$ cat config.mk
export PLATFORM = sky130hd
export DESIGN_NAME = sram_req_arbiter_flat
export DESIGN_NICKNAME = d
export VERILOG_FILES = /design/src/rtl/sram_req_arbiter_if.sv /design/src/rtl/sram_req_arbiter.sv /design/src/flat_wrapper.sv
export SDC_FILE = /design/constraint.sdc
export NUM_CORES = 1
export LEC_CHECK = 0
export BUFFER_PORTS_ARGS = -buffer_cell sky130_fd_sc_hd__buf_2
export CAP_MARGIN = 20
export CORE_AREA = 2 2 103 105
export DETAILED_ROUTE_END_ITERATION = 8
export DIE_AREA = 0 0 105 107
export PLACE_DENSITY = 0.8
export SKIP_CTS_REPAIR_TIMING = 1
export SYNTH_ARGS = -nofsm -noshare
export SYNTH_HDL_FRONTEND = slang
export SYNTH_SLANG_ARGS = --single-unit
export TNS_END_PERCENT = 100
$ cat constraint.sdc
create_clock -name clk -period 4.3 [get_ports clk]
set_input_delay 0.43 -clock clk [delete_from_list [all_inputs] [get_ports clk]]
set_output_delay 0.43 -clock clk [all_outputs]
set_load 0.005 [all_outputs]
$ cat src/rtl/sram_req_arbiter_if.sv
// Request/response bundle between the ib/db masters, the arbiter and the SRAM port wrapper.
// The slave modport is the arbiter's view; master is the view of whoever drives the requests.
`timescale 1ns/1ps

interface sram_req_arbiter_if #(
  parameter int LEN_W   = 3,
  parameter int SRAM_AW = 20
);
  logic               ib_req_valid;
  logic               ib_req_ready;
  logic [31:0]        ib_req_addr;
  logic [LEN_W-1:0]   ib_req_len;
  logic               ib_resp_valid;
  logic [31:0]        ib_resp_data;
  logic               ib_resp_last;

  logic               db_req_valid;
  logic               db_req_ready;
  logic [31:0]        db_req_addr;
  logic               db_req_we;
  logic [31:0]        db_req_wdata;
  logic [3:0]         db_req_wstrb;
  logic               db_resp_valid;
  logic [31:0]        db_resp_data;

  logic               io_sram_en;
  logic               io_sram_we;
  logic [SRAM_AW-1:0] io_sram_addr;
  logic [31:0]        io_sram_din;
  logic [3:0]         io_sram_wmask;
  logic [31:0]        io_sram_dout;

  modport slave (
    input  ib_req_valid, ib_req_addr, ib_req_len,
    output ib_req_ready, ib_resp_valid, ib_resp_data, ib_resp_last,
    input  db_req_valid, db_req_addr, db_req_we, db_req_wdata, db_req_wstrb,
    output db_req_ready, db_resp_valid, db_resp_data,
    output io_sram_en, io_sram_we, io_sram_addr, io_sram_din, io_sram_wmask,
    input  io_sram_dout
  );

  modport master (
    output ib_req_valid, ib_req_addr, ib_req_len,
    input  ib_req_ready, ib_resp_valid, ib_resp_data, ib_resp_last,
    output db_req_valid, db_req_addr, db_req_we, db_req_wdata, db_req_wstrb,
    input  db_req_ready, db_resp_valid, db_resp_data,
    input  io_sram_en, io_sram_we, io_sram_addr, io_sram_din, io_sram_wmask,
    output io_sram_dout
  );
endinterface

$ cat src/rtl/sram_req_arbiter.sv
// Round-robin arbiter between an instruction-fetch burst master and a data master in front
// of a single SRAM port; bursts are expanded into word requests, read data returns two cycles after issue.
`timescale 1ns/1ps

module sram_req_arbiter #(
  parameter int LEN_W   = 3,
  parameter int SRAM_AW = 20
) (
  input  logic                 clk,
  input  logic                 rst_n,
  sram_req_arbiter_if.slave    bus
);

  typedef enum logic {IDLE, IB_BURST} state_e;
  typedef enum logic {GRANT_IB, GRANT_DB} grant_e;

  state_e             state_q, state_d;
  grant_e             last_grant_q, last_grant_d;
  logic [LEN_W-1:0]   remaining_q, remaining_d;
  logic [SRAM_AW-1:0] burst_addr_q, burst_addr_d;

  logic               iss_valid_q, iss_valid_d;
  logic               iss_db_q, iss_db_d;
  logic               iss_we_q, iss_we_d;
  logic               iss_last_q, iss_last_d;

  logic               rsp_valid_q, rsp_valid_d;
  logic               rsp_db_q, rsp_db_d;
  logic               rsp_last_q, rsp_last_d;
  logic [31:0]        rsp_data_q, rsp_data_d;

  logic [SRAM_AW-1:0] ib_word;
  logic [SRAM_AW-1:0] db_word;
  logic               grant_ib;
  logic               grant_db;

  logic               ib_ready;
  logic               db_ready;
  logic               sram_en;
  logic               sram_we;
  logic [SRAM_AW-1:0] sram_addr;
  logic [31:0]        sram_din;
  logic [3:0]         sram_wmask;

  logic               ib_resp_valid;
  logic               db_resp_valid;

  logic               unused_addr_bits;

  assign ib_word = bus.ib_req_addr[SRAM_AW+1:2];
  assign db_word = bus.db_req_addr[SRAM_AW+1:2];
  assign unused_addr_bits = ^{bus.ib_req_addr[31:SRAM_AW+2], bus.ib_req_addr[1:0],
                              bus.db_req_addr[31:SRAM_AW+2], bus.db_req_addr[1:0]};

  // With both masters valid the one that did not win last time goes first.
  assign grant_db = (state_q == IDLE) && bus.db_req_valid &&
                    (!bus.ib_req_valid || (last_grant_q == GRANT_IB));
  assign grant_ib = (state_q == IDLE) && bus.ib_req_valid && !grant_db;

  always_ff @(posedge clk or negedge rst_n) begin
    if (!rst_n) begin
      state_q      <= IDLE;
      last_grant_q <= GRANT_IB;
      remaining_q  <= '0;
      burst_addr_q <= '0;
    end else begin
      state_q      <= state_d;
      last_grant_q <= last_grant_d;
      remaining_q  <= remaining_d;
      burst_addr_q <= burst_addr_d;
    end
  end

  always_comb begin
    state_d      = state_q;
    last_grant_d = last_grant_q;
    remaining_d  = remaining_q;
    burst_addr_d = burst_addr_q;
    ib_ready     = 1'b0;
    db_ready     = 1'b0;
    sram_en      = 1'b0;
    sram_we      = 1'b0;
    sram_addr    = '0;
    sram_din     = '0;
    sram_wmask   = '0;
    iss_valid_d  = 1'b0;
    iss_db_d     = 1'b0;
    iss_we_d     = 1'b0;
    iss_last_d   = 1'b0;

    case (state_q)
      IDLE: begin
        ib_ready = !(bus.ib_req_valid && grant_db);
        db_ready = !(bus.db_req_valid && grant_ib);
        if (grant_ib) begin
          sram_en      = 1'b1;
          sram_addr    = ib_word;
          last_grant_d = GRANT_IB;
          iss_valid_d  = 1'b1;
          iss_last_d   = (bus.ib_req_len == '0);
          if (bus.ib_req_len != '0) begin
            state_d      = IB_BURST;
            remaining_d  = bus.ib_req_len;
            burst_addr_d = ib_word + SRAM_AW'(1);
          end
        end else if (grant_db) begin
          sram_en      = 1'b1;
          sram_we      = bus.db_req_we;
          sram_addr    = db_word;
          last_grant_d = GRANT_DB;
          iss_valid_d  = 1'b1;
          iss_db_d     = 1'b1;
          iss_we_d     = bus.db_req_we;
          if (bus.db_req_we) begin
            sram_din   = bus.db_req_wdata;
            sram_wmask = bus.db_req_wstrb;
          end
        end
      end

      IB_BURST: begin
        sram_en      = 1'b1;
        sram_addr    = burst_addr_q;
        iss_valid_d  = 1'b1;
        burst_addr_d = burst_addr_q + SRAM_AW'(1);
        remaining_d  = remaining_q - LEN_W'(1);
        if (remaining_q == LEN_W'(1)) begin
          iss_last_d = 1'b1;
          state_d    = IDLE;
        end
      end

      default: state_d = IDLE;
    endcase

    // Nothing may reach the SRAM or be handshaken while reset is asserted.
    if (!rst_n) begin
      ib_ready = 1'b0;
      db_ready = 1'b0;
      sram_en  = 1'b0;
      sram_we  = 1'b0;
    end
  end

  always_ff @(posedge clk or negedge rst_n) begin
    if (!rst_n) begin
      iss_valid_q <= 1'b0;
      iss_db_q    <= 1'b0;
      iss_we_q    <= 1'b0;
      iss_last_q  <= 1'b0;
      rsp_valid_q <= 1'b0;
      rsp_db_q    <= 1'b0;
      rsp_last_q  <= 1'b0;
      rsp_data_q  <= '0;
    end else begin
      iss_valid_q <= iss_valid_d;
      iss_db_q    <= iss_db_d;
      iss_we_q    <= iss_we_d;
      iss_last_q  <= iss_last_d;
      rsp_valid_q <= rsp_valid_d;
      rsp_db_q    <= rsp_db_d;
      rsp_last_q  <= rsp_last_d;
      rsp_data_q  <= rsp_data_d;
    end
  end

  // SRAM read data is valid the cycle after issue; writes acknowledge with zero data.
  always_comb begin
    rsp_valid_d = iss_valid_q;
    rsp_db_d    = iss_db_q;
    rsp_last_d  = iss_last_q;
    rsp_data_d  = '0;
    if (iss_valid_q && !iss_we_q) begin
      rsp_data_d = bus.io_sram_dout;
    end
  end

  assign ib_resp_valid = rsp_valid_q && !rsp_db_q;
  assign db_resp_valid = rsp_valid_q && rsp_db_q;

  assign bus.ib_req_ready  = ib_ready;
  assign bus.db_req_ready  = db_ready;
  assign bus.io_sram_en    = sram_en;
  assign bus.io_sram_we    = sram_we;
  assign bus.io_sram_addr  = sram_addr;
  assign bus.io_sram_din   = sram_din;
  assign bus.io_sram_wmask = sram_wmask;

  assign bus.ib_resp_valid = ib_resp_valid;
  assign bus.ib_resp_data  = ib_resp_valid ? rsp_data_q : 32'h0;
  assign bus.ib_resp_last  = ib_resp_valid && rsp_last_q;
  assign bus.db_resp_valid = db_resp_valid;
  assign bus.db_resp_data  = db_resp_valid ? rsp_data_q : 32'h0;

endmodule

$ cat src/flat_wrapper.sv
// flat-port wrapper written by rule: the top's interface ports become plain ports
module sram_req_arbiter_flat 
#(
  parameter int LEN_W   = 3,
  parameter int SRAM_AW = 20
)
  (clk, rst_n, bus_ib_req_valid, bus_ib_req_addr, bus_ib_req_len, bus_ib_req_ready, bus_ib_resp_valid, bus_ib_resp_data, bus_ib_resp_last, bus_db_req_valid, bus_db_req_addr, bus_db_req_we, bus_db_req_wdata, bus_db_req_wstrb, bus_db_req_ready, bus_db_resp_valid, bus_db_resp_data, bus_io_sram_en, bus_io_sram_we, bus_io_sram_addr, bus_io_sram_din, bus_io_sram_wmask, bus_io_sram_dout);
  sram_req_arbiter_if #(.LEN_W(LEN_W), .SRAM_AW(SRAM_AW)) bus_i ();
  input  logic clk;
  input  logic rst_n;
  input wire logic [$bits(bus_i.ib_req_valid)-1:0] bus_ib_req_valid;
  input wire logic [$bits(bus_i.ib_req_addr)-1:0] bus_ib_req_addr;
  input wire logic [$bits(bus_i.ib_req_len)-1:0] bus_ib_req_len;
  output wire logic [$bits(bus_i.ib_req_ready)-1:0] bus_ib_req_ready;
  output wire logic [$bits(bus_i.ib_resp_valid)-1:0] bus_ib_resp_valid;
  output wire logic [$bits(bus_i.ib_resp_data)-1:0] bus_ib_resp_data;
  output wire logic [$bits(bus_i.ib_resp_last)-1:0] bus_ib_resp_last;
  input wire logic [$bits(bus_i.db_req_valid)-1:0] bus_db_req_valid;
  input wire logic [$bits(bus_i.db_req_addr)-1:0] bus_db_req_addr;
  input wire logic [$bits(bus_i.db_req_we)-1:0] bus_db_req_we;
  input wire logic [$bits(bus_i.db_req_wdata)-1:0] bus_db_req_wdata;
  input wire logic [$bits(bus_i.db_req_wstrb)-1:0] bus_db_req_wstrb;
  output wire logic [$bits(bus_i.db_req_ready)-1:0] bus_db_req_ready;
  output wire logic [$bits(bus_i.db_resp_valid)-1:0] bus_db_resp_valid;
  output wire logic [$bits(bus_i.db_resp_data)-1:0] bus_db_resp_data;
  output wire logic [$bits(bus_i.io_sram_en)-1:0] bus_io_sram_en;
  output wire logic [$bits(bus_i.io_sram_we)-1:0] bus_io_sram_we;
  output wire logic [$bits(bus_i.io_sram_addr)-1:0] bus_io_sram_addr;
  output wire logic [$bits(bus_i.io_sram_din)-1:0] bus_io_sram_din;
  output wire logic [$bits(bus_i.io_sram_wmask)-1:0] bus_io_sram_wmask;
  input wire logic [$bits(bus_i.io_sram_dout)-1:0] bus_io_sram_dout;
  assign bus_i.ib_req_valid = bus_ib_req_valid;
  assign bus_i.ib_req_addr = bus_ib_req_addr;
  assign bus_i.ib_req_len = bus_ib_req_len;
  assign bus_ib_req_ready = bus_i.ib_req_ready;
  assign bus_ib_resp_valid = bus_i.ib_resp_valid;
  assign bus_ib_resp_data = bus_i.ib_resp_data;
  assign bus_ib_resp_last = bus_i.ib_resp_last;
  assign bus_i.db_req_valid = bus_db_req_valid;
  assign bus_i.db_req_addr = bus_db_req_addr;
  assign bus_i.db_req_we = bus_db_req_we;
  assign bus_i.db_req_wdata = bus_db_req_wdata;
  assign bus_i.db_req_wstrb = bus_db_req_wstrb;
  assign bus_db_req_ready = bus_i.db_req_ready;
  assign bus_db_resp_valid = bus_i.db_resp_valid;
  assign bus_db_resp_data = bus_i.db_resp_data;
  assign bus_io_sram_en = bus_i.io_sram_en;
  assign bus_io_sram_we = bus_i.io_sram_we;
  assign bus_io_sram_addr = bus_i.io_sram_addr;
  assign bus_io_sram_din = bus_i.io_sram_din;
  assign bus_io_sram_wmask = bus_i.io_sram_wmask;
  assign bus_i.io_sram_dout = bus_io_sram_dout;
  sram_req_arbiter #(.LEN_W(LEN_W), .SRAM_AW(SRAM_AW)) u_core (.clk(clk), .rst_n(rst_n), .bus(bus_i));
endmodule
# --- Word level (Yosys, flattened, before mapping) ---
# Cells that the tools add are included.
totals:
  input_bits: 140
  elab_cells: 85
  reg_bits: 64
  output_inout_bits: 127
op_classes:
  mux: 43
  add_sub_neg: 3
  n_bitwise: 2
  eq_ne: 3
  reduce_logical: 22
ops:
  columns: ["op", "n"]
  rows:
  - ["$mux W32", 7]
  - ["$mux W20", 4]
  - ["$pmux W20 S2", 2]
  - ["$add A20 B1 Y20 const B", 2]
  - ["$mux W1", 20]
  - ["$mux W4", 4]
  - ["$logic_and A1 B1 Y1", 10]
  - ["$logic_not A1 Y1", 6]
  - ["$mux W3", 2]
  - ["$pmux W1 S2", 3]
  - ["$pmux W3 S2", 1]
  - ["$reduce_and A2 Y1", 2]
  - ["$eq A3 B1 Y1 const B", 1]
  - ["$logic_not A3 Y1", 1]
  - ["$reduce_bool A3 Y1", 1]
  - ["$sub A3 B1 Y3 const B", 1]
  - ["$ne A2 B1 Y1 const B", 1]
  - ["$ne A2 B2 Y1 const B", 1]
  - ["$not A1 Y1", 2]
  - ["$reduce_bool A2 Y1", 1]
  - ["$logic_or A1 B1 Y1", 1]

# --- Longest topological paths before layout ---
# Gate-level depths: netlist of the first run.
logic_depth:
  word_depth: 9
  depth_mapped: 14
  depth_no_buf: 8

# --- Worst setup path before layout of the first run ---
# No wires, ideal clock.
synth_timing:
  path_kind: "register -> register"
  start: "register u_core.state_q"
  end: "register u_core.burst_addr_q[18]"
  setup_time_ns: 0.094
  path_stages_with_launch: 15
  period_less_slack_ns: 2.589
  n_path_buf: 6
  path_slack_ns: 1.711
  t_required_ns: 4.206
  arrival_time_ns: 2.496
  cell_sequence: "dfrtp_1 buf_6 buf_6 buf_2 buf_2 buf_2 nand2_1 o21ai_0 ha_1 inv_1 a21oi_2 buf_6 nand4_1 a21o_1 a221oi_2"
synth_between:
  elab_chain_cells: 7
  elab_cells_between_ends: 10
  classes_between: "eq/ne (2); mux (1); bitwise (1); reduce/logical (6)"
synth_rtl:
  columns: ["element", "line_no", "text"]
  rows:
  - ["from (decl)", "sram_req_arbiter.sv:17", "state_e state_q, state_d;"]
  - ["from (signal assigned)", "sram_req_arbiter.sv:67", "state_q <= state_d;"]
  - ["$not A1 Y1 (no line)", null, null]
  - ["$logic_and A1 B1 Y1 (2 in a row)", "sram_req_arbiter.sv:56", "assign grant_db = (state_q == IDLE) && bus.db_req_valid &&"]
  - ["$logic_not A1 Y1", "sram_req_arbiter.sv:58", "assign grant_ib = (state_q == IDLE) && bus.ib_req_valid && !grant_db;"]
  - ["$logic_and A1 B1 Y1", "sram_req_arbiter.sv:58", null]
  - ["$ne A2 B1 Y1 (no line)", null, null]
  - ["$reduce_and A2 Y1 (no line)", null, null]
  - ["to (signal assigned)", "sram_req_arbiter.sv:70", "burst_addr_q <= burst_addr_d;"]
  - ["to (decl)", "sram_req_arbiter.sv:20", "logic [SRAM_AW-1:0] burst_addr_q, burst_addr_d;"]
# Parallel ways exist; a longest one is shown, timed or not.
# A chain may end at the register's enable or synchronous reset.

# --- Final worst setup path of the first run ---
layout_timing:
  start: "register u_core.state_q"
  end: "output bus_io_sram_addr[18]"
layout_between:
  elab_chain_cells: 7
  elab_cells_between_ends: 9
  classes_between: "mux (3); bitwise (1); reduce/logical (5)"
layout_rtl:
  columns: ["element", "line_no", "text"]
  rows:
  - ["$not A1 Y1 (no line)", null, null]
  - ["$logic_and A1 B1 Y1 (2 in a row)", "sram_req_arbiter.sv:56", null]
  - ["$logic_not A1 Y1", "sram_req_arbiter.sv:58", null]
  - ["$logic_and A1 B1 Y1", "sram_req_arbiter.sv:58", null]
  - ["$mux W20", "sram_req_arbiter.sv:95", "if (grant_ib) begin"]
  - ["$pmux W20 S2 *", "sram_req_arbiter.sv:91", "case (state_q)"]
  - ["to (decl)", "flat_wrapper.sv:28", "output wire logic [$bits(bus_i.io_sram_addr)-1:0] bus_io_sram_addr;"]
# Mark *: on every way between the ends. The rest lies on a longest branch, timed or not.

==> key figures, run 1 <==
Global route
  – Initial antenna violation count: 2
  – First-pass GRT wire length: 20300 um
  – Global route total overflow: 0
  – Largest net degree at the start of global routing: 60
  – Vias in the first global route: 4197
  – Gr usage total: 22.2%

Yosys
  – Distinct cells, synth: 54
  – Main flop type after synthesis: dfrtp_1
  – Share of the synthesized area in the top cell type: 36.7%
  – Post-synth top cells: and3_1 (76), and2_1 (68), dfrtp_1 (64)
  – Seq/Total Area, Yosys: 36.7%
  – Mean Syn Cell Area: 8.83 um2
  – Fraction of registers with async set or reset after synthesis: 100%
  – EDFF count, synth: 0
  – Seq cells post-synth: 64
  – Cell with the most instances after synthesis: and3_1
  – Ranking of synthesized cells by area: dfrtp_1 (37%), and3_1 (11%), and2_1 (9.7%)
  – Mapped cell area: 4370 um2
  – Yosys top cell by area: dfrtp_1
  – Syn Inst Count: 495
  – Syn_nets: 638
  – Syn. warnings: 0

Timing
  – Clk_skew: 0.00836 ns
  – Tmin final: 3.38 ns
  – Final setup viols: 0
  – Final slew viol count: 0
  – Period utilization: 78.6%
  – WHS: 0.111 ns
  – Worst rel slew slack: 32.0%
  – FMAX: 0.296 GHz
  – RSZ-0062 raised after global routing: no
  – Final hold viol count: 0
  – TNS Setup: 0 ns
  – Slew @ Worst Pin: 1.02 ns

Final layout
  – Antenna diodes: 0
  – Fillers: 916
  – Post-Layout Cell Count: 851
  – Area grow syn2layout: 31.8%
  – Share of cells above drive strength 1: 40.0%
  – Final net count: 853

Power and ir drop
  – Max VDD drop: 0.309 mV
  – Power Total: 2980 uW
  – Power Density: 517 nW/um2
  – Static leakage: 0.00325 uW

Clocking
  – Cts bufs inserted: 9
  – Clk sinks: 64
  – Root buf cell: clkbuf_8
  – Max clock buf depth: 2
  – Worst-Skew Late Latency: 0.33 ns
  – CTS tree: built
  – CTS H-Tree Depth: 3
  – CTS clk-pin slew, worst paths: 0.07 ns

Routing
  – Mean number of vias per cell: 5.29
  – DR iter-0 viols: 306
  – TritonRoute pass-1 iters: 6
  – Post-DRT Antenna Nets: 0
  – DR WL/cell: 15.3 um
  – Via Count: 4502
  – # DRC: 0
  – Final WL: 13000 um

Worst setup path
  – Crit path DAT: 2.95 ns
  – Critical Path Start Type: flop
  – Worst-path maximum fanout: 23
  – CP endpoint kind: primary output
  – Worst EP required: 3.87 ns
  – Setup Crit Path Kind: flop to primary output
  – Reg2Reg Setup Slack: 1.42 ns

Placed design
  – Final GP Congestion: 0.871
  – Input/output buffers: 242
  – HPWL after detailed placement: 9760 um
  – Cells after DPL: 835

Die
  – Die Wd: 105 um
  – Die Y: 107 um
  – Core Box Area: 10100 um2
  – Die ar.: 11200 um2
  – FP Rows: 37
  – # IOs: 267
  – Initial Util: 43.3%

Run status
  – Status: finished clean

Worst hold path
  – Hold WC Path Type: input pin to async pin

Job
  – Max-cap violations: 0
per-layer routing:
metal / track usage (%) / wire (um) / vias to the layer above
met5: 0 / 30 / -
met4: 6.38 / 116 / 4
met3: 5.05 / 992 / 16
met2: 38.3 / 6460 / 185
met1: 27.8 / 5380 / 2116
li1: - / - / 2181
logic make-up (layout without fill, tap and decap cells):
logic type,after synthesis,after routing,share of synthesized area [%]
and+or+nand+nor,254,254,34.7
muxes,10,10,2.43
adders and majority gates,3,3,0.859
DFF,64,64,36.7
AOI/OAI and AO/OA,78,78,14.4
buffers and inverters,63,283,6.36
xor gates and xnor gates,23,23,4.61
worst paths after layout:
| kind | startpoint | end | cells after the start |
|---|---|---|---|
| worst max-delay path | u_core.state_q | bus_io_sram_addr[18] | 6 |
| worst min-delay path | rst_n | u_core.burst_addr_q[17] | 1 |
| worst max register to register | u_core.state_q | u_core.burst_addr_q[16] | 6 |
| worst min register to register | u_core.iss_db_q | u_core.rsp_db_q | 0 |
| max in group asynchronous | rst_n | u_core.rsp_data_q[18] | 2 |
| min in group clk | bus_io_sram_dout[25] | u_core.rsp_data_q[25] | 2 |
area by class of cell:
type / instances / area, um2 / area share [%]
Tap cell: 136 / 170 / 2.95
Inverter: 22 / 82.6 / 1.43
Clock inverter: 5 / 32.5 / 0.565
Timing Repair Buffer: 245 / 1230 / 21.4
Multi-Input combinational cell: 368 / 2500 / 43.3
Sequential cell: 64 / 1600 / 27.8
Clock buffer: 11 / 141 / 2.45
worst max-delay path, cell delays in order, from the launching register on:
cell	delay [ns]
dfrtp_2	0.55
inv_1	0.59
nand2_1	0.21
nor2_2	0.82
a22oi_1	0.14
nand2_1	0.16
buf_2	0.12
per-stage QoR:
step	setup WS, ns	cell area [um2]	util [%]
final	0.921	5760	57.1
after global placement	1.36	5590	55.3
after floorplan	1.71	4370	-
after detailed placement	1.31	5590	55.3
after global routing	0.642	5760	57.1
after CTS	0.936	5760	57.1
cell usage in the layout (no fill, tap or decap), types with 10 or more instances in the layout:
master    count
a222oi_1     10
inv_1        22
nand2_1      42
nand3_1      18
clkbuf_8     10
o21ai_0      15
a22oi_1      13
xor2_1       14
buf_2       242
dfrtp_1      63
and2_1       68
and3_1       75
flip-flops by register name, indices dropped and copies added (netlist names):
| name | count |
|---|---|
| u_core.rsp_valid_q | 1 |
| u_core.state_q | 1 |
| u_core.rsp_db_q | 1 |
| u_core.rsp_last_q | 1 |
| u_core.iss_we_q | 1 |
| u_core.rsp_data_q | 32 |
| u_core.last_grant_q | 1 |
| u_core.iss_valid_q | 1 |
| u_core.iss_last_q | 1 |
| u_core.iss_db_q | 1 |
| u_core.burst_addr_q | 20 |
| u_core.remaining_q | 3 |
power breakdown:
group	switching, uW	internal (uW)
Sequential	232	789
Clock	231	223
Combinational	791	711
No activity file was read; power rests on OpenSTA's default activity.
==> run 2, diff against run 1 <==
--- a/config.mk
+++ b/config.mk
@@ -7,10 +7,10 @@
 export LEC_CHECK = 0
 export BUFFER_PORTS_ARGS = -buffer_cell sky130_fd_sc_hd__buf_2
 export CAP_MARGIN = 20
-export CORE_AREA = 2 2 103 105
+export CORE_MARGIN = 2
+export CORE_UTILIZATION = 44
 export DETAILED_ROUTE_END_ITERATION = 8
-export DIE_AREA = 0 0 105 107
-export PLACE_DENSITY = 0.8
+export PLACE_DENSITY = 0.82
 export SKIP_CTS_REPAIR_TIMING = 1
 export SYNTH_ARGS = -nofsm -noshare
 export SYNTH_HDL_FRONTEND = slang
==> constraint.sdc (replaced) <==
create_clock -name clk -period 3.3 [get_ports clk]
set_input_delay 0.33 -clock clk [delete_from_list [all_inputs] [get_ports clk]]
set_output_delay 0.33 -clock clk [all_outputs]
set_load 0.005 [all_outputs]
==> run 2 against run 1 <==
Worst hold slack improved by 0.073 ns. Critical path depth unchanged. Sequential power increased by 27%. Wire length rose by 2.1%. First-iteration DRC count grew 19%. Cell count increased by 0.47%. Register-to-register slack got worse by 0.79 ns. Clock power rose by 70%. Critical endpoint is now bus_io_sram_addr[6]. Largest power group unchanged. Highest routed layer is now met4.
==> key figures, run 2 (synthesis gave the netlist of run 1 again) <==
Die
  – Die Wd: 104 um (-1.3%)
  – FP Rows: 36 (-2.7%)
  – Initial Util: 45.1% (+1.8 points)
  – Core Box Area: 9680 um2 (-4.0%)
  – Die Y: 104 um (-3.1%)
  – Die ar.: 10700 um2 (-4.4%)
  – # IOs: 267 (unchanged)

Worst hold path
  – Hold Crit Endpoint: u_core.rsp_data_q[24]
  – Hold Crit Depth: 2
  – Hold WC Path Type: input pin to flop
  – Hold_sp: bus_io_sram_dout[24]

Final layout
  – Area grow syn2layout: 34.2%
  – Most common cell after layout, fill and taps aside: buf_2
  – Largest register by flop count: u_core.rsp_data_q
  – Fillers: 836 (-8.7%)
  – Final net count: 859 (+0.70%)
  – Max reg flops: 32 (unchanged)
  – Largest registers: u_core.rsp_data_q (32), u_core.burst_addr_q (20), u_core.remaining_q (3)
  – Post-Layout Cell Count: 855 (+0.47%)
  – Commonest cells after routing, fill and taps aside: buf_2 (241), and3_1 (75), and2_1 (68), dfrtp_1 (63), nand2_1 (42)
  – Share of cells above drive strength 1: 40.4% (+0.36 points)

Global route
  – Initial antenna violation count: 1 (-1)
  – Met1 usage: 28.6% (+0.78 points)
  – Global route total overflow: 0 (unchanged)
  – Gr usage total: 23.9% (+1.8 points)
  – GR Layer Usage met3: 4.72% (-0.33 points)
  – GRT busiest layer: met2
  – Vias in the first global route: 4314 (+2.8%)
  – First-pass GRT wire length: 21200 um (+4.7%)
  – Largest net degree at the start of global routing: 60 (unchanged)
  – GRT met2 Usage: 42.2% (+3.9 points)

Clocking
  – Root buf cell: clkbuf_8
  – CTS clk-pin slew, worst paths: 0.08 ns (about the same)
  – Max clock buf depth: 2 (unchanged)
  – Worst-Skew Late Latency: 0.34 ns (about the same)
  – Cts bufs inserted: 9 (unchanged)
  – CTS H-Tree Depth: 3 (unchanged)
  – Clk sinks: 64 (unchanged)
  – CTS tree: built

Timing
  – Worst setup margin: 0.489 ns (-0.432 ns)
  – Period utilization: 85.2%
  – RSZ-0062 raised after global routing: no
  – FMAX: 0.356 GHz
  – Final hold viol count: 0 (unchanged)
  – Worst rel slew slack: 39.0% (+7.0 points)
  – TNS Setup: 0 ns (unchanged)
  – Slew @ Worst Pin: 0.915 ns (-0.103 ns)
  – WHS: 0.184 ns (+0.0730 ns)
  – Tmin final: 2.81 ns
  – Clk_skew: 0.0143 ns (+0.00598 ns)
  – Final slew viol count: 0 (unchanged)
  – Final setup viols: 0 (unchanged)

Routing
  – Mean number of vias per cell: 5.39 (+1.8%)
  – TritonRoute pass-1 iters: 6 (unchanged)
  – Post-DRT Antenna Nets: 0 (unchanged)
  – # DRC: 0 (unchanged)
  – Final WL: 13200 um (+2.1%)
  – Via Count: 4606 (+2.3%)
  – DR WL/cell: 15.5 um (+1.6%)
  – DR iter-0 viols: 363 (+19%)

Worst setup path
  – Crit path DAT: 2.48 ns (-0.47 ns)
  – Critical R2R Capture: u_core.burst_addr_q[16]
  – CP endpoint kind: primary output
  – Setup Crit Path Kind: flop to primary output
  – Worst EP required: 2.97 ns (-0.90 ns)
  – Critical Path Start Type: flop
  – Reg2Reg Setup Slack: 0.63 ns (-0.79 ns)
  – R2R depth: 9 (+3)
  – Worst r2r src: u_core.state_q
  – Worst-path maximum fanout: 59 (+160%)

Power and ir drop
  – Max VDD drop: 0.303 mV (-2.2%)
  – Power Density: 700 nW/um2 (+35%)
  – Static leakage: 0.00330 uW (+1.8%)

Placed design
  – Input/output buffers: 242 (unchanged)
  – Final GP Congestion: 0.847 (-2.8%)
  – HPWL after detailed placement: 9940 um (+1.9%)
  – Cells after DPL: 837 (+0.24%)
  – DP Worst Slack: 0.675 ns (-0.632 ns)

Job
  – Max-cap violations: 0 (unchanged)

Run status
  – Status: finished clean
run 2: changes by cell type in the layout (fill, tap and decap cells not counted), moves of 2 or more:
cell / change
buf_4: +6
bufinv_16: +2
clkinv_2: -2
clkinv_4: +2
run 2: layout make-up:
type | count | area (um2) | share of cell area [%]
Antenna cell | 1 | 2.50 | 0.0427
Clock buffer | 10 | 138 | 2.35
Clock inverter | 6 | 92.6 | 1.58
Inverter | 22 | 82.6 | 1.41
Multi-Input combinational cell | 368 | 2490 | 42.5
Sequential cell | 64 | 1600 | 27.3
Tap cell | 133 | 166 | 2.84
Timing Repair Buffer | 251 | 1280 | 21.9
run 2: per-stage QoR:
stage          instance area [um2]  util (%)  total power, uW
4_1_cts                       5850      60.4             4120
3_3_place_gp                  5620      58.0             3230
6_report                      5860      60.5             4100
3_5_place_dp                  5620      58.0             3340
2_1_floorplan                 4370         -             2620
5_1_grt                       5860      60.5             4420
run 2: how the worst max path moves through the flow:
stage,from,cells past startpoint,slack [ns],to
final,u_core.state_q,6,0.49,bus_io_sram_addr[6]
after global routing,u_core.state_q,6,0.28,bus_io_sram_addr[6]
after CTS,u_core.state_q,6,0.51,bus_io_sram_addr[16]
after detailed placement,u_core.state_q,9,0.67,u_core.burst_addr_q[16]
after global placement,u_core.state_q,9,0.83,u_core.burst_addr_q[16]
after floorplan,u_core.state_q,14,0.71,u_core.burst_addr_q[18]
run 2: routing by layer:
layer	wire, um	part of all wire (%)
met2	6790	51
met1	5200	39
met4	304	2.3
met5	0	0
met3	954	7.2
run 2: critical path, stage by stage, from the launching register on:
cell and delay, ns:
dfrtp_2 0.40, buf_4 0.45, inv_1 0.13, and3_2 0.51
a222oi_1 0.42, inv_1 0.08, buf_2 0.13
run 2: power by group:
group          switching, uW  internal, uW
Sequential               275          1030
Clock                    322           448
Combinational           1080           953
==> run 3, diff against run 2 <==
--- a/config.mk
+++ b/config.mk
@@ -5,12 +5,11 @@
 export SDC_FILE = /design/constraint.sdc
 export NUM_CORES = 1
 export LEC_CHECK = 0
-export BUFFER_PORTS_ARGS = -buffer_cell sky130_fd_sc_hd__buf_2
 export CAP_MARGIN = 20
-export CORE_MARGIN = 2
-export CORE_UTILIZATION = 44
+export CORE_AREA = 2 2 103 105
 export DETAILED_ROUTE_END_ITERATION = 8
-export PLACE_DENSITY = 0.82
+export DIE_AREA = 0 0 105 107
+export DONT_BUFFER_PORTS = 1
 export SKIP_CTS_REPAIR_TIMING = 1
 export SYNTH_ARGS = -nofsm -noshare
 export SYNTH_HDL_FRONTEND = slang
==> run 3 against run 2 <==
Sequential share of layout area up 6.7 points. Critical path depth down 2. Core utilization decreased by 14 points. Worst setup slack lost 0.040 ns. Sequential cell count is the same. Critical endpoint is now bus_io_sram_din[15]. Largest cell class unchanged.
==> key figures, run 3 (synthesis gave the netlist of run 1 again) <==
Final layout
  – Most common cell after layout, fill and taps aside: and3_1
  – Max reg flops: 32 (unchanged)
  – Antenna diodes: 0 (-1)
  – Fillers: 982 (+17%)
  – Largest register by flop count: u_core.rsp_data_q
  – Final net count: 619 (-28%)
  – FF/Latch Area: 1600 um2 (unchanged)
  – Largest registers: u_core.rsp_data_q (32), u_core.burst_addr_q (20), u_core.remaining_q (3)
  – Final Util: 46.6% (-14 points)
  – Multi-input gate area: 2490 um2 (unchanged)
  – Commonest cells after routing, fill and taps aside: and3_1 (75), and2_1 (68), dfrtp_1 (63), nand2_1 (42), inv_1 (22)
  – Share of cells above drive strength 1: 10.4% (-30 points)
  – Area grow syn2layout: 7.62%

Die
  – Initial Util: 43.3% (-1.8 points)
  – FP Rows: 37 (+2.8%)
  – Die ar.: 11200 um2 (+4.6%)
  – Die Wd: 105 um (+1.3%)
  – Core Box Area: 10100 um2 (+4.2%)
  – # IOs: 267 (unchanged)
  – Die Y: 107 um (+3.2%)

Global route
  – Global route total overflow: 0 (unchanged)
  – Vias in the first global route: 3298 (-24%)
  – Largest net degree at the start of global routing: 68 (+13%)
  – Gr usage total: 20.0% (-3.9 points)
  – First-pass GRT wire length: 17800 um (-16%)
  – Initial antenna violation count: 0 (-1)

Clocking
  – Clk sinks: 64 (unchanged)
  – Max clock buf depth: 2 (unchanged)
  – CTS clk-pin slew, worst paths: 0.07 ns (about the same)
  – Cts bufs inserted: 9 (unchanged)
  – CTS tree: built
  – CTS H-Tree Depth: 3 (unchanged)
  – Worst-Skew Late Latency: 0.34 ns (about the same)
  – Root buf cell: clkbuf_8

Routing
  – Via Count: 3661 (-21%)
  – TritonRoute pass-1 iters: 4 (-2)
  – Final WL: 12000 um (-9.6%)
  – # DRC: 0 (unchanged)
  – Post-DRT Antenna Nets: 0 (unchanged)
  – DR WL/cell: 19.4 um (+25%)
  – DR iter-0 viols: 270 (-26%)
  – Mean number of vias per cell: 5.93 (+10%)

Power and ir drop
  – Power Total: 3750 uW (-8.6%)
  – Static leakage: 0.00224 uW (-32%)
  – Power Density: 797 nW/um2 (+14%)
  – Max VDD drop: 0.338 mV (+12%)

Worst setup path
  – CP top delay family: simple AND/OR/NAND/NOR gates
  – Worst-path maximum fanout: 59 (unchanged)
  – Crit path DAT: 2.52 ns (+0.04 ns)
  – Critical path's slowest cell: and3_2
  – Critical path buffer and inverter count: 2 (-2)
  – CP endpoint kind: primary output
  – Worst EP required: 2.97 ns (about the same)
  – Critical Path Start Type: flop
  – Slowest stage delay, CP: 0.80 ns (+0.29 ns)
  – Setup Crit Path Kind: flop to primary output
  – Critical path cell sequence: inv_1 -> buf_4 -> and3_2 -> and3_1

Timing
  – Worst rel slew slack: 42.5% (+3.5 points)
  – Period utilization: 86.4% (+1.2 points)
  – Tmin final: 2.85 ns (+0.0402 ns)
  – RSZ-0062 raised after global routing: no
  – TNS Setup: 0 ns (unchanged)
  – Slew @ Worst Pin: 0.863 ns (-0.0522 ns)
  – Clk_skew: 0.0125 ns (-0.00187 ns)
  – Final setup viols: 0 (unchanged)
  – Final hold viol count: 0 (unchanged)
  – Final slew viol count: 0 (unchanged)
  – FMAX: 0.351 GHz (-1.4%)

Worst hold path
  – Hold WC Path Type: input pin to flop

Job
  – Max-cap violations: 0 (unchanged)

Placed design
  – Input/output buffers: 0 (-100%)
  – HPWL after detailed placement: 8540 um (-14%)
  – Final GP Congestion: 0.838 (-1.0%)

Run status
  – Status: finished clean
## run 3: stage by stage
step,cell area [um2],std cells,hold slack [ns],worst slack (ns)
floorplan,4370,495,0.0344,0.711
global placement,4430,599,0.0358,0.722
detailed placement,4430,599,0.0362,0.659
CTS,4660,615,-0.332,0.401
global route,4700,617,0.103,0.170
finish,4700,617,0.118,0.449
## run 3: power by group
part | total (uW) | internal (uW) | leakage (uW) | switching (uW)
Combinational | 1640 | 692 | 0.00136 | 953
Clock | 807 | 500 | 0.000116 | 308
Sequential | 1290 | 1030 | 0.000767 | 267
## run 3: path summary, 6_finish.rpt
check	cells past startpoint	slack, ns	endpoint	startpoint
max	4	0.45	bus_io_sram_din[15]	u_core.state_q
min	1	0.12	u_core.rsp_data_q[23]	bus_io_sram_dout[23]
max reg2reg	8	0.63	u_core.burst_addr_q[16]	u_core.state_q
min reg2reg	0	0.35	u_core.rsp_db_q	u_core.iss_db_q
max in group asynchronous	2	2.43	u_core.burst_addr_q[9]	rst_n
min in group asynchronous	2	0.54	u_core.burst_addr_q[12]	rst_n
## run 3: worst register-to-register path, stage by stage, from the launching register on
cell	delay, ns
dfrtp_2	0.62
nand2_1	0.13
o21ai_0	0.14
ha_1	0.28
inv_1	0.10
a21oi_2	0.48
nand3_1	0.31
or3_1	0.43
o2111ai_1	0.08
## run 3: layout make-up
type	count	area share (%)
Tap cell	136	3.62
Sequential cell	64	34.1
Clock buffer	10	2.71
Clock inverter	6	2.29
Multi-Input combinational cell	368	53.0
Inverter	22	1.76
Timing Repair Buffer	11	2.50
## run 3: routing by layer
layer	global-route usage, %	share of wire (%)
met3	5.29	7.6
met5	0	0
met1	25.9	44
met4	5.71	1.4
met2	33.0	47
